### config.mk
export PLATFORM = sky130hd
export DESIGN_NAME = alu_result_pipe
export DESIGN_NICKNAME = d
export VERILOG_FILES = /design/src/rtl/alu_result_pipe.sv
export SDC_FILE = /design/constraint.sdc
export NUM_CORES = 1
export LEC_CHECK = 0
export ABC_AREA = 1
export ABC_CLOCK_PERIOD_IN_PS = 2500
export CORE_UTILIZATION = 43
export DETAILED_ROUTE_END_ITERATION = 7
export HOLD_SLACK_MARGIN = 0.08
export PLACE_DENSITY_LB_ADDON = 0.05
export SLEW_MARGIN = 15
export SYNTH_ARGS = -nofsm -noshare
export SYNTH_HDL_FRONTEND = slang
export SYNTH_SLANG_ARGS = --single-unit
### constraint.sdc
create_clock -name clk -period 2.5 [get_ports clk]
set_input_delay 0.25 -clock clk [delete_from_list [all_inputs] [get_ports clk]]
set_output_delay 0.25 -clock clk [all_outputs]
set_load 0.05 [all_outputs]
### src/rtl/alu_result_pipe.sv
// Selects one of NUM_OPS packed operation results and queues {result, zero, illegal}
// in a two-entry valid/ready FIFO with a sticky illegal-select flag.
module alu_result_pipe #(
  parameter int WIDTH   = 4,
  parameter int SEL_W   = 4,
  parameter int NUM_OPS = 16
) (
  input  logic                     clk,
  input  logic                     rst_n,
  input  logic                     in_valid,
  output logic                     in_ready,
  input  logic [SEL_W-1:0]         in_sel,
  input  logic [NUM_OPS*WIDTH-1:0] in_data,
  output logic                     out_valid,
  input  logic                     out_ready,
  output logic [WIDTH-1:0]         out_result,
  output logic                     out_zero,
  output logic                     out_illegal,
  input  logic                     err_clr,
  output logic                     err_sticky,
  output logic [1:0]               occupancy
);

  localparam int DEPTH = 2;

  logic [WIDTH-1:0] chan [NUM_OPS];
  logic [WIDTH-1:0] sel_result;
  logic             sel_legal;
  logic             sel_zero;

  logic [WIDTH-1:0] result_reg  [DEPTH];
  logic             zero_reg    [DEPTH];
  logic             illegal_reg [DEPTH];
  logic             wr_ptr_reg, wr_ptr_next;
  logic             rd_ptr_reg, rd_ptr_next;
  logic [1:0]       count_reg, count_next;
  logic             err_reg, err_next;
  logic             push, pop;

  genvar gi;
  generate
    for (gi = 0; gi < NUM_OPS; gi++) begin : g_chan
      assign chan[gi] = in_data[gi*WIDTH +: WIDTH];
    end
  endgenerate

  // Out-of-range selects fall back to channel 0 and are flagged.
  always_comb begin
    sel_legal  = ({1'b0, in_sel} < (SEL_W+1)'(NUM_OPS));
    sel_result = chan[0];
    for (int k = 1; k < NUM_OPS; k++) begin
      if ({1'b0, in_sel} == (SEL_W+1)'(k)) begin
        sel_result = chan[k];
      end
    end
    sel_zero = (sel_result == '0);
  end

  assign in_ready  = (count_reg != 2'd2);
  assign out_valid = (count_reg != 2'd0);
  assign push      = in_valid && in_ready;
  assign pop       = out_valid && out_ready;

  always_comb begin
    wr_ptr_next = wr_ptr_reg;
    rd_ptr_next = rd_ptr_reg;
    count_next  = count_reg;
    err_next    = err_reg;
    if (push) begin
      wr_ptr_next = ~wr_ptr_reg;
    end
    if (pop) begin
      rd_ptr_next = ~rd_ptr_reg;
    end
    case ({push, pop})
      2'b10:   count_next = count_reg + 2'd1;
      2'b01:   count_next = count_reg - 2'd1;
      default: count_next = count_reg;
    endcase
    // A new illegal push wins over a same-cycle clear.
    if (push && !sel_legal) begin
      err_next = 1'b1;
    end else if (err_clr) begin
      err_next = 1'b0;
    end
  end

  always_ff @(posedge clk or negedge rst_n) begin
    if (!rst_n) begin
      wr_ptr_reg <= 1'b0;
      rd_ptr_reg <= 1'b0;
      count_reg  <= 2'd0;
      err_reg    <= 1'b0;
    end else begin
      wr_ptr_reg <= wr_ptr_next;
      rd_ptr_reg <= rd_ptr_next;
      count_reg  <= count_next;
      err_reg    <= err_next;
    end
  end

  generate
    for (gi = 0; gi < DEPTH; gi++) begin : g_entry
      logic wr_en;
      assign wr_en = push && (wr_ptr_reg == 1'(gi));
      always_ff @(posedge clk or negedge rst_n) begin
        if (!rst_n) begin
          result_reg[gi]  <= '0;
          zero_reg[gi]    <= 1'b0;
          illegal_reg[gi] <= 1'b0;
        end else if (wr_en) begin
          result_reg[gi]  <= sel_result;
          zero_reg[gi]    <= sel_zero;
          illegal_reg[gi] <= !sel_legal;
        end
      end
    end
  endgenerate

  // Head fields are gated so an empty buffer always presents zeros.
  assign out_result  = out_valid ? result_reg[rd_ptr_reg]  : '0;
  assign out_zero    = out_valid ? zero_reg[rd_ptr_reg]    : 1'b0;
  assign out_illegal = out_valid ? illegal_reg[rd_ptr_reg] : 1'b0;
  assign err_sticky  = err_reg;
  assign occupancy   = count_reg;

endmodule

==> reports/qor.csv, run 1 <==
stage,metric,value,unit
yosys,ys_top_cells_by_area,"nand2_1 24%, dfrtp_1 23%, nand3_1 10%, inv_1 7.3%, nor2_1 6.8%",
drt,drt_pass1_iterations,4,
power_and_ir_drop,leakage,1.29,nW
drt,drt_iter0_drc,63,
global_route,grt_pass1_wl,6840,um
drt,ant_nets,0,
yosys,synthAdderAreaFrac,0.806,%
finish,fin_util,76.4,%
yosys,yosys.area.top_type_share,23.9,%
floorplan,fp-row-count,21,
yosys,synth_xor_area_share,1.69,%
finish,fin_cells,429,
yosys,synth_top_family_by_area,simple AND/OR/NAND/NOR gates,
timing,setup_tns,0,ns
timing,final-hold-violation-count,0,
yosys,async_flop_share,100,%
setup_path,crit_chain,nor2_1 -> inv_1 -> o21ai_0 -> a21oi_1 -> clkdlybuf4s50_1,
timing,worst_pin_slew,0.637,ns
finish,multi_input_area,1020,um^2
yosys,yosys_warnings,0,
floorplan,die_x,62.1,um
yosys,synthSimpleGateAreaFrac,53.7,%
global_route,grt_pass1_vias,1755,
drt,wl_per_cell,10.2,um
yosys,syn_avg_cell_area,5.53,um^2
clock_tree,htree_levels,1,
placed_design,dp_cells,425,
setup_path,cpLargestDelayFamily,buffers and inverters,
setup_path,slowest_delay,0.83,ns
global_route,grt_start_max_net_pins,15,
clock_tree,post_cts_buffers,0,
timing,setup_violations,0,
floorplan,core_area,3390,um^2
yosys,synth_cell_types,23,
global_route,track_usage,23.7,%
yosys,synthMuxAreaShare,0,%
finish,fill_cells,286,
yosys,synthFlopType,dfrtp_1,
drt,num_vias,2017,
setup_path,cp.arrival,2.07,ns
power_and_ir_drop,powerDensity,648,nW/um^2
floorplan,die_area,3860,um^2
outcome,run_status,finished clean,
clock_tree,cts-root-buf,clkbuf_4,
setup_path,end_kind,primary output,
floorplan,start_util,45.8,%
finish,drive_gt1_share,15.7,%
clock_tree,path_clk_slew,0.08,ns
placed_design,placed_area,2540,um^2
clock_tree,clkSinkCount,14,
yosys,synth_top_cell_by_area,nand2_1,
finish,regArea,350,um^2
min_path,hold_path.class,in2async,
clock_tree,insertion_delay,0.28,ns
setup_path,slowest_stage,clkdlybuf4s50_1,
drt,drc,0,
global_route,grt_overflow_total,0,
floorplan,die_y,62.1,um
clock_tree,cts_tree,done,
placed_design,hpwl,3680,um
finish,syn2layout_area_growth,66.7,%
clock_tree,cts_buffer_depth,2,
yosys,ys_ff_latch,14,
clock_tree,cts_buffers,3,
yosys,synth_compound_area_share,8.94,%
timing,skew,0.00232,ns
setup_path,crit_required,2.25,ns
placed_design,io_buffers,80,
timing,grt_setup_unrepaired,false,
drt,vias_per_cell,4.70,
floorplan,io_pins,84,
yosys,ys_seq_area_share,22.6,%
placed_design,place_worst_setup_slack,-0.224,ns
placed_design,globalplace.congestion,0.847,
timing,postLayoutSetupSlackWorst,0.176,ns
setup_path,critPathBufInv,2,
yosys,syn-cell-area,1550,um^2
setup_path,worstSetupPathType,reg2out,
power_and_ir_drop,peakVddDrop,0.000550,V
yosys,synth_edf_count,0,
timing,relSlewSlack,57.4,%
clock_tree,hold_buffers,0,
global_route,antenna_found_initial,0,
finish,antenna_cells,0,
drt,routed_wl,4400,um
power_and_ir_drop,p_total,1.68,mW
timing,fmax,0.430,GHz
timing,slew_viol_final,0,
finish,design_area,2590,um^2
setup_path,startpoint_type,register,
timing,fin_crit_sh,92.9,%
flow_run,cap_violations,0,
timing,whs,0.362,ns
finish,largest_register_ff_count,8,
timing,period_needed,2.32,ns
setup_path,path_max_fanout,6,
finish,fin_nets,458,
yosys,syn_inst,281,
cells in the final DEF, fill, tap and decap left out, types with 3 or more instances in the layout:
master           netlist  layout
nand2_1               99      99
clkdlybuf4s50_1        0      76
nor2_4                 4       4
nor2_2                 5       5
o21ai_1                4       4
nor2_1                28      28
buf_4                  2      19
dfrtp_1               14      14
or2_2                  8       8
inv_1                 30      30
nand3_1               31      31
nand2_2                5       5
dlymetal6s2s_1         0       4
o21ai_0               10      10
a21oi_1               11      11
clkbuf_4               0       3
inv_2                 15      15
or2_1                  3       3
or2_0                  4       4
cell type report:
cell class                      count  area share, %
Sequential cell                    14           13.5
Multi-Input combinational cell    220           39.3
Inverter                           46           6.67
Timing Repair Buffer               99           36.8
Tap cell                           46           2.22
Clock buffer                        4           1.40
layer usage:
layer	wire length [um]	GRT usage, %
met1	1900	28.8
met2	2130	43.6
met3	354	4.97
met4	16	2.86
met5	0	0
cell usage after synthesis (2+ instances only):
library cell,number
dfrtp_1,14
nand2_1,99
inv_1,30
or2_0,4
o21ai_1,4
a21oi_1,11
nand3_1,31
nand2_2,5
nor2_1,28
or2_2,8
xnor2_1,2
o21ai_0,10
nor2_2,5
inv_2,15
nor2_4,4
or2_1,3
buf_4,2
where the power goes:
part | switching [mW] | total, mW | internal (mW)
clock | 0.0724 | 0.161 | 0.0886
combinational | 0.685 | 1.11 | 0.426
sequential | 0.0728 | 0.406 | 0.333
final timing paths:
check	start	to	slack, ns	cells past startpoint
max	occupancy[0]$_DFFE_PN0P_	out_result[0]	0.18	5
min	rst_n	result_reg[6]$_DFFE_PN0P_	0.36	1
max reg2reg	occupancy[0]$_DFFE_PN0P_	occupancy[1]$_DFFE_PN0P_	0.85	6
min reg2reg	result_reg[1]$_DFFE_PN0P_	result_reg[1]$_DFFE_PN0P_	0.48	2
max in group asynchronous	rst_n	wr_ptr_reg$_DFFE_PN0P_	1.73	1
min in group clk	result_reg[1]$_DFFE_PN0P_	result_reg[1]$_DFFE_PN0P_	0.48	2
cell families after synthesis:
group	Yosys count
XOR/XNOR	3
buffers and inverters	48
AO/OA/AOI/OAI	27
flip-flops	14
adder cells (fa/ha/maj)	1
AND/OR/NAND/NOR	187
other	1
timing repair:
action / 4_1_cts / 5_1_grt
setup endpoints to repair: 0 / 4
gates resized for setup: 0 / 4
hold endpoints to repair: 0 / 0
Power figures use the tool's default switching activity.
==> inputs of run 2 (changes only) <==
--- a/config.mk
+++ b/config.mk
@@ -10,8 +10,9 @@
 export CORE_UTILIZATION = 43
 export DETAILED_ROUTE_END_ITERATION = 7
 export HOLD_SLACK_MARGIN = 0.08
-export PLACE_DENSITY_LB_ADDON = 0.05
+export PLACE_DENSITY = 0.87
 export SLEW_MARGIN = 15
 export SYNTH_ARGS = -nofsm -noshare
 export SYNTH_HDL_FRONTEND = slang
 export SYNTH_SLANG_ARGS = --single-unit
+export TNS_END_PERCENT = 50
==> run 2 against run 1 <==
Compared with the run above:
- sequential share of layout area decreased by 0.14 points
- non-clock buffer count increased by 5
- clock power decreased by 22%
- power decreased by 0.95%
- largest cell class unchanged
==> reports/qor.csv, run 2 (synthesis results as in run 1) <==
stage,metric,value,unit,change
outcome,run_status,finished clean,,unchanged
drt,drt_pass1_iterations,4,,unchanged
clock_tree,post_cts_buffers,0,,unchanged
power_and_ir_drop,seqPwrFrac,24.7,%,was 24.2%
finish,final_cell_mix,"99 x nand2_1, 76 x clkdlybuf4s50_1, 31 x nand3_1, 30 x inv_1, 27 x nor2_1",,"was 99 x nand2_1, 76 x clkdlybuf4s50_1, 31 x nand3_1, 30 x inv_1, 28 x nor2_1"
setup_path,crit_required,2.25,ns,about the same
timing,skew,0.00878,ns,was 0.00232 ns
global_route,grt_pass1_vias,1757,,was 1755
finish,fin_cells,433,,was 429
power_and_ir_drop,combPwrFrac,67.7,%,was 66.2%
drt,num_vias,2025,,was 2017
floorplan,die_y,62.1,um,unchanged
drt,ant_nets,0,,unchanged
floorplan,start_util,45.8,%,unchanged
timing,slew_viol_final,0,,unchanged
placed_design,io_buffers,80,,unchanged
drt,wl_per_cell,11.0,um,was 10.2 um
floorplan,die_x,62.1,um,unchanged
clock_tree,cts-root-buf,clkbuf_4,,unchanged
finish,antenna_cells,0,,unchanged
global_route,grt_pass1_wl,7130,um,was 6840 um
timing,postLayoutSetupSlackWorst,0.194,ns,was 0.176 ns
floorplan,die_area,3860,um^2,unchanged
finish,largest_register_ff_count,8,,unchanged
clock_tree,cts_buffer_depth,2,,unchanged
global_route,antenna_found_initial,0,,unchanged
placed_design,globalplace.congestion,0.807,,was 0.847
placed_design,dp_cells,430,,was 425
floorplan,io_pins,84,,unchanged
clock_tree,htree_levels,1,,unchanged
floorplan,fp-row-count,21,,unchanged
clock_tree,clkSinkCount,14,,unchanged
drt,routed_wl,4780,um,was 4400 um
global_route,grt_start_max_net_pins,15,,unchanged
power_and_ir_drop,internal_power,0.825,mW,was 0.847 mW
power_and_ir_drop,powerDensity,636,nW/um^2,was 648 nW/um^2
finish,syn2layout_area_growth,68.4,%,was 66.7%
setup_path,startpoint_type,register,,unchanged
placed_design,place_worst_setup_slack,-0.216,ns,was -0.224 ns
power_and_ir_drop,pwr-share-clk,7.6,%,was 9.6%
setup_path,r2r_end,occupancy[1]$_DFFE_PN0P_,,unchanged
timing,period_needed,2.31,ns,was 2.32 ns
clock_tree,ctsResizeCount,0,,unchanged
setup_path,reg2reg_setup_slack,0.95,ns,was 0.85 ns
clock_tree,cts_buffers,3,,unchanged
setup_path,worstSetupPathType,reg2out,,unchanged
global_route,track_usage,24.7,%,was 23.7%
floorplan,core_area,3390,um^2,unchanged
clock_tree,path_clk_slew,0.08,ns,about the same
setup_path,reg2reg_from,occupancy[1]$_DFFE_PN0P_,,was occupancy[0]$_DFFE_PN0P_
timing,grt_setup_unrepaired,false,,unchanged
global_route,grt_overflow_total,0,,unchanged
clock_tree,cts_tree,done,,unchanged
setup_path,path_max_fanout,6,,unchanged
drt,vias_per_cell,4.68,,was 4.70
setup_path,r2r_cells,6,,unchanged
drt,drc,0,,unchanged
timing,final-hold-violation-count,0,,unchanged
timing,worst_pin_slew,0.627,ns,was 0.637 ns
power_and_ir_drop,peakVddDrop,0.000804,V,was 0.000550 V
min_path,hold_path.class,in2async,,unchanged
placed_design,hpwl,3940,um,was 3680 um
setup_path,cp.arrival,2.06,ns,was 2.07 ns
power_and_ir_drop,leakage,1.31,nW,was 1.29 nW
timing,fmax,0.434,GHz,was 0.430 GHz
drt,drt_iter0_drc,96,,was 63
finish,final_common_cell,nand2_1,,unchanged
finish,fin_nets,463,,was 458
power_and_ir_drop,switching_power,0.837,mW,was 0.831 mW
power_and_ir_drop,p_sw_share,50.4,%,was 49.5%
clock_tree,hold_buffers,0,,unchanged
setup_path,end_kind,primary output,,unchanged
finish,drive_gt1_share,16.8,%,was 15.7%
timing,setup_violations,0,,unchanged
timing,fin_crit_sh,92.2,%,was 92.9%
clock_tree,insertion_delay,0.28,ns,about the same
timing,relSlewSlack,58.1,%,was 57.4%
flow_run,cap_violations,0,,unchanged
## run 2: cell types whose count changed in the layout (fill, tap and decap cells not counted)
cell,previous run,this run
buf_4,19,24
nor2_1,28,27
clkbuf_8,1,0
nor2_2,5,6
## run 2: final cells by class
type / count / area, um^2
repair buffers: 104 / 991
multi-input cells: 220 / 1020
well taps: 46 / 57.6
flip-flops and latches: 14 / 350
inverters: 46 / 173
clock buffers: 3 / 22.5
fillers: 273 / 774
## run 2: worst max path at each step
stage                                   startpoint                 endpoint  slack, ns  depth (start not counted)
after CTS                                in_sel[0]  zero_reg[1]$_DFFE_PN0P_       0.08                         25
after detailed placement                 in_sel[0]  zero_reg[1]$_DFFE_PN0P_      -0.22                         25
after floorplan           occupancy[0]$_DFFE_PN0P_            out_result[0]       0.11                          4
after global placement                   in_sel[0]  zero_reg[1]$_DFFE_PN0P_      -0.19                         25
after global routing      occupancy[0]$_DFFE_PN0P_            out_result[2]       0.04                          5
final                     occupancy[0]$_DFFE_PN0P_            out_result[0]       0.19                          5
## run 2: per-stage QoR
step	hold WS (ns)	util [%]	power [mW]	cell area, um^2	TNS, ns
after floorplan	-0.0456	-	1.11	1560	0
after global placement	0.460	76.1	1.50	2580	-0.831
after detailed placement	0.464	76.1	1.53	2580	-1.43
after CTS	0.354	76.8	1.66	2600	0
after global routing	0.393	77.2	1.78	2620	0
final	0.348	77.2	1.66	2620	0
## run 2: power groups by stage
stage / Combinational, mW / Clock (mW) / Sequential, mW
final: 1.13 / 0.126 / 0.410
after floorplan: 0.654 / 0 / 0.452
after CTS: 1.13 / 0.131 / 0.405
after global routing: 1.22 / 0.143 / 0.418
after detailed placement: 1.12 / 0 / 0.410
after global placement: 1.10 / 0 / 0.405
## run 2: routing by layer
| layer | up-vias | GRT usage (%) | share of wire [%] |
|---|---|---|---|
| met3 | 6 | 4.76 | 6.4 |
| met2 | 66 | 46.2 | 48 |
| met4 | 0 | 5.71 | 1.1 |
| met1 | 880 | 28.8 | 44 |
| met5 | - | 0 | 0 |
| li1 | 1073 | - | - |
## run 2: critical path, cell delays in order (launching register included)
cell and delay (ns):
dfrtp_1 0.43, nor2_1 0.10, inv_1 0.15, o21ai_0 0.11
a21oi_1 0.16, clkdlybuf4s50_1 0.83
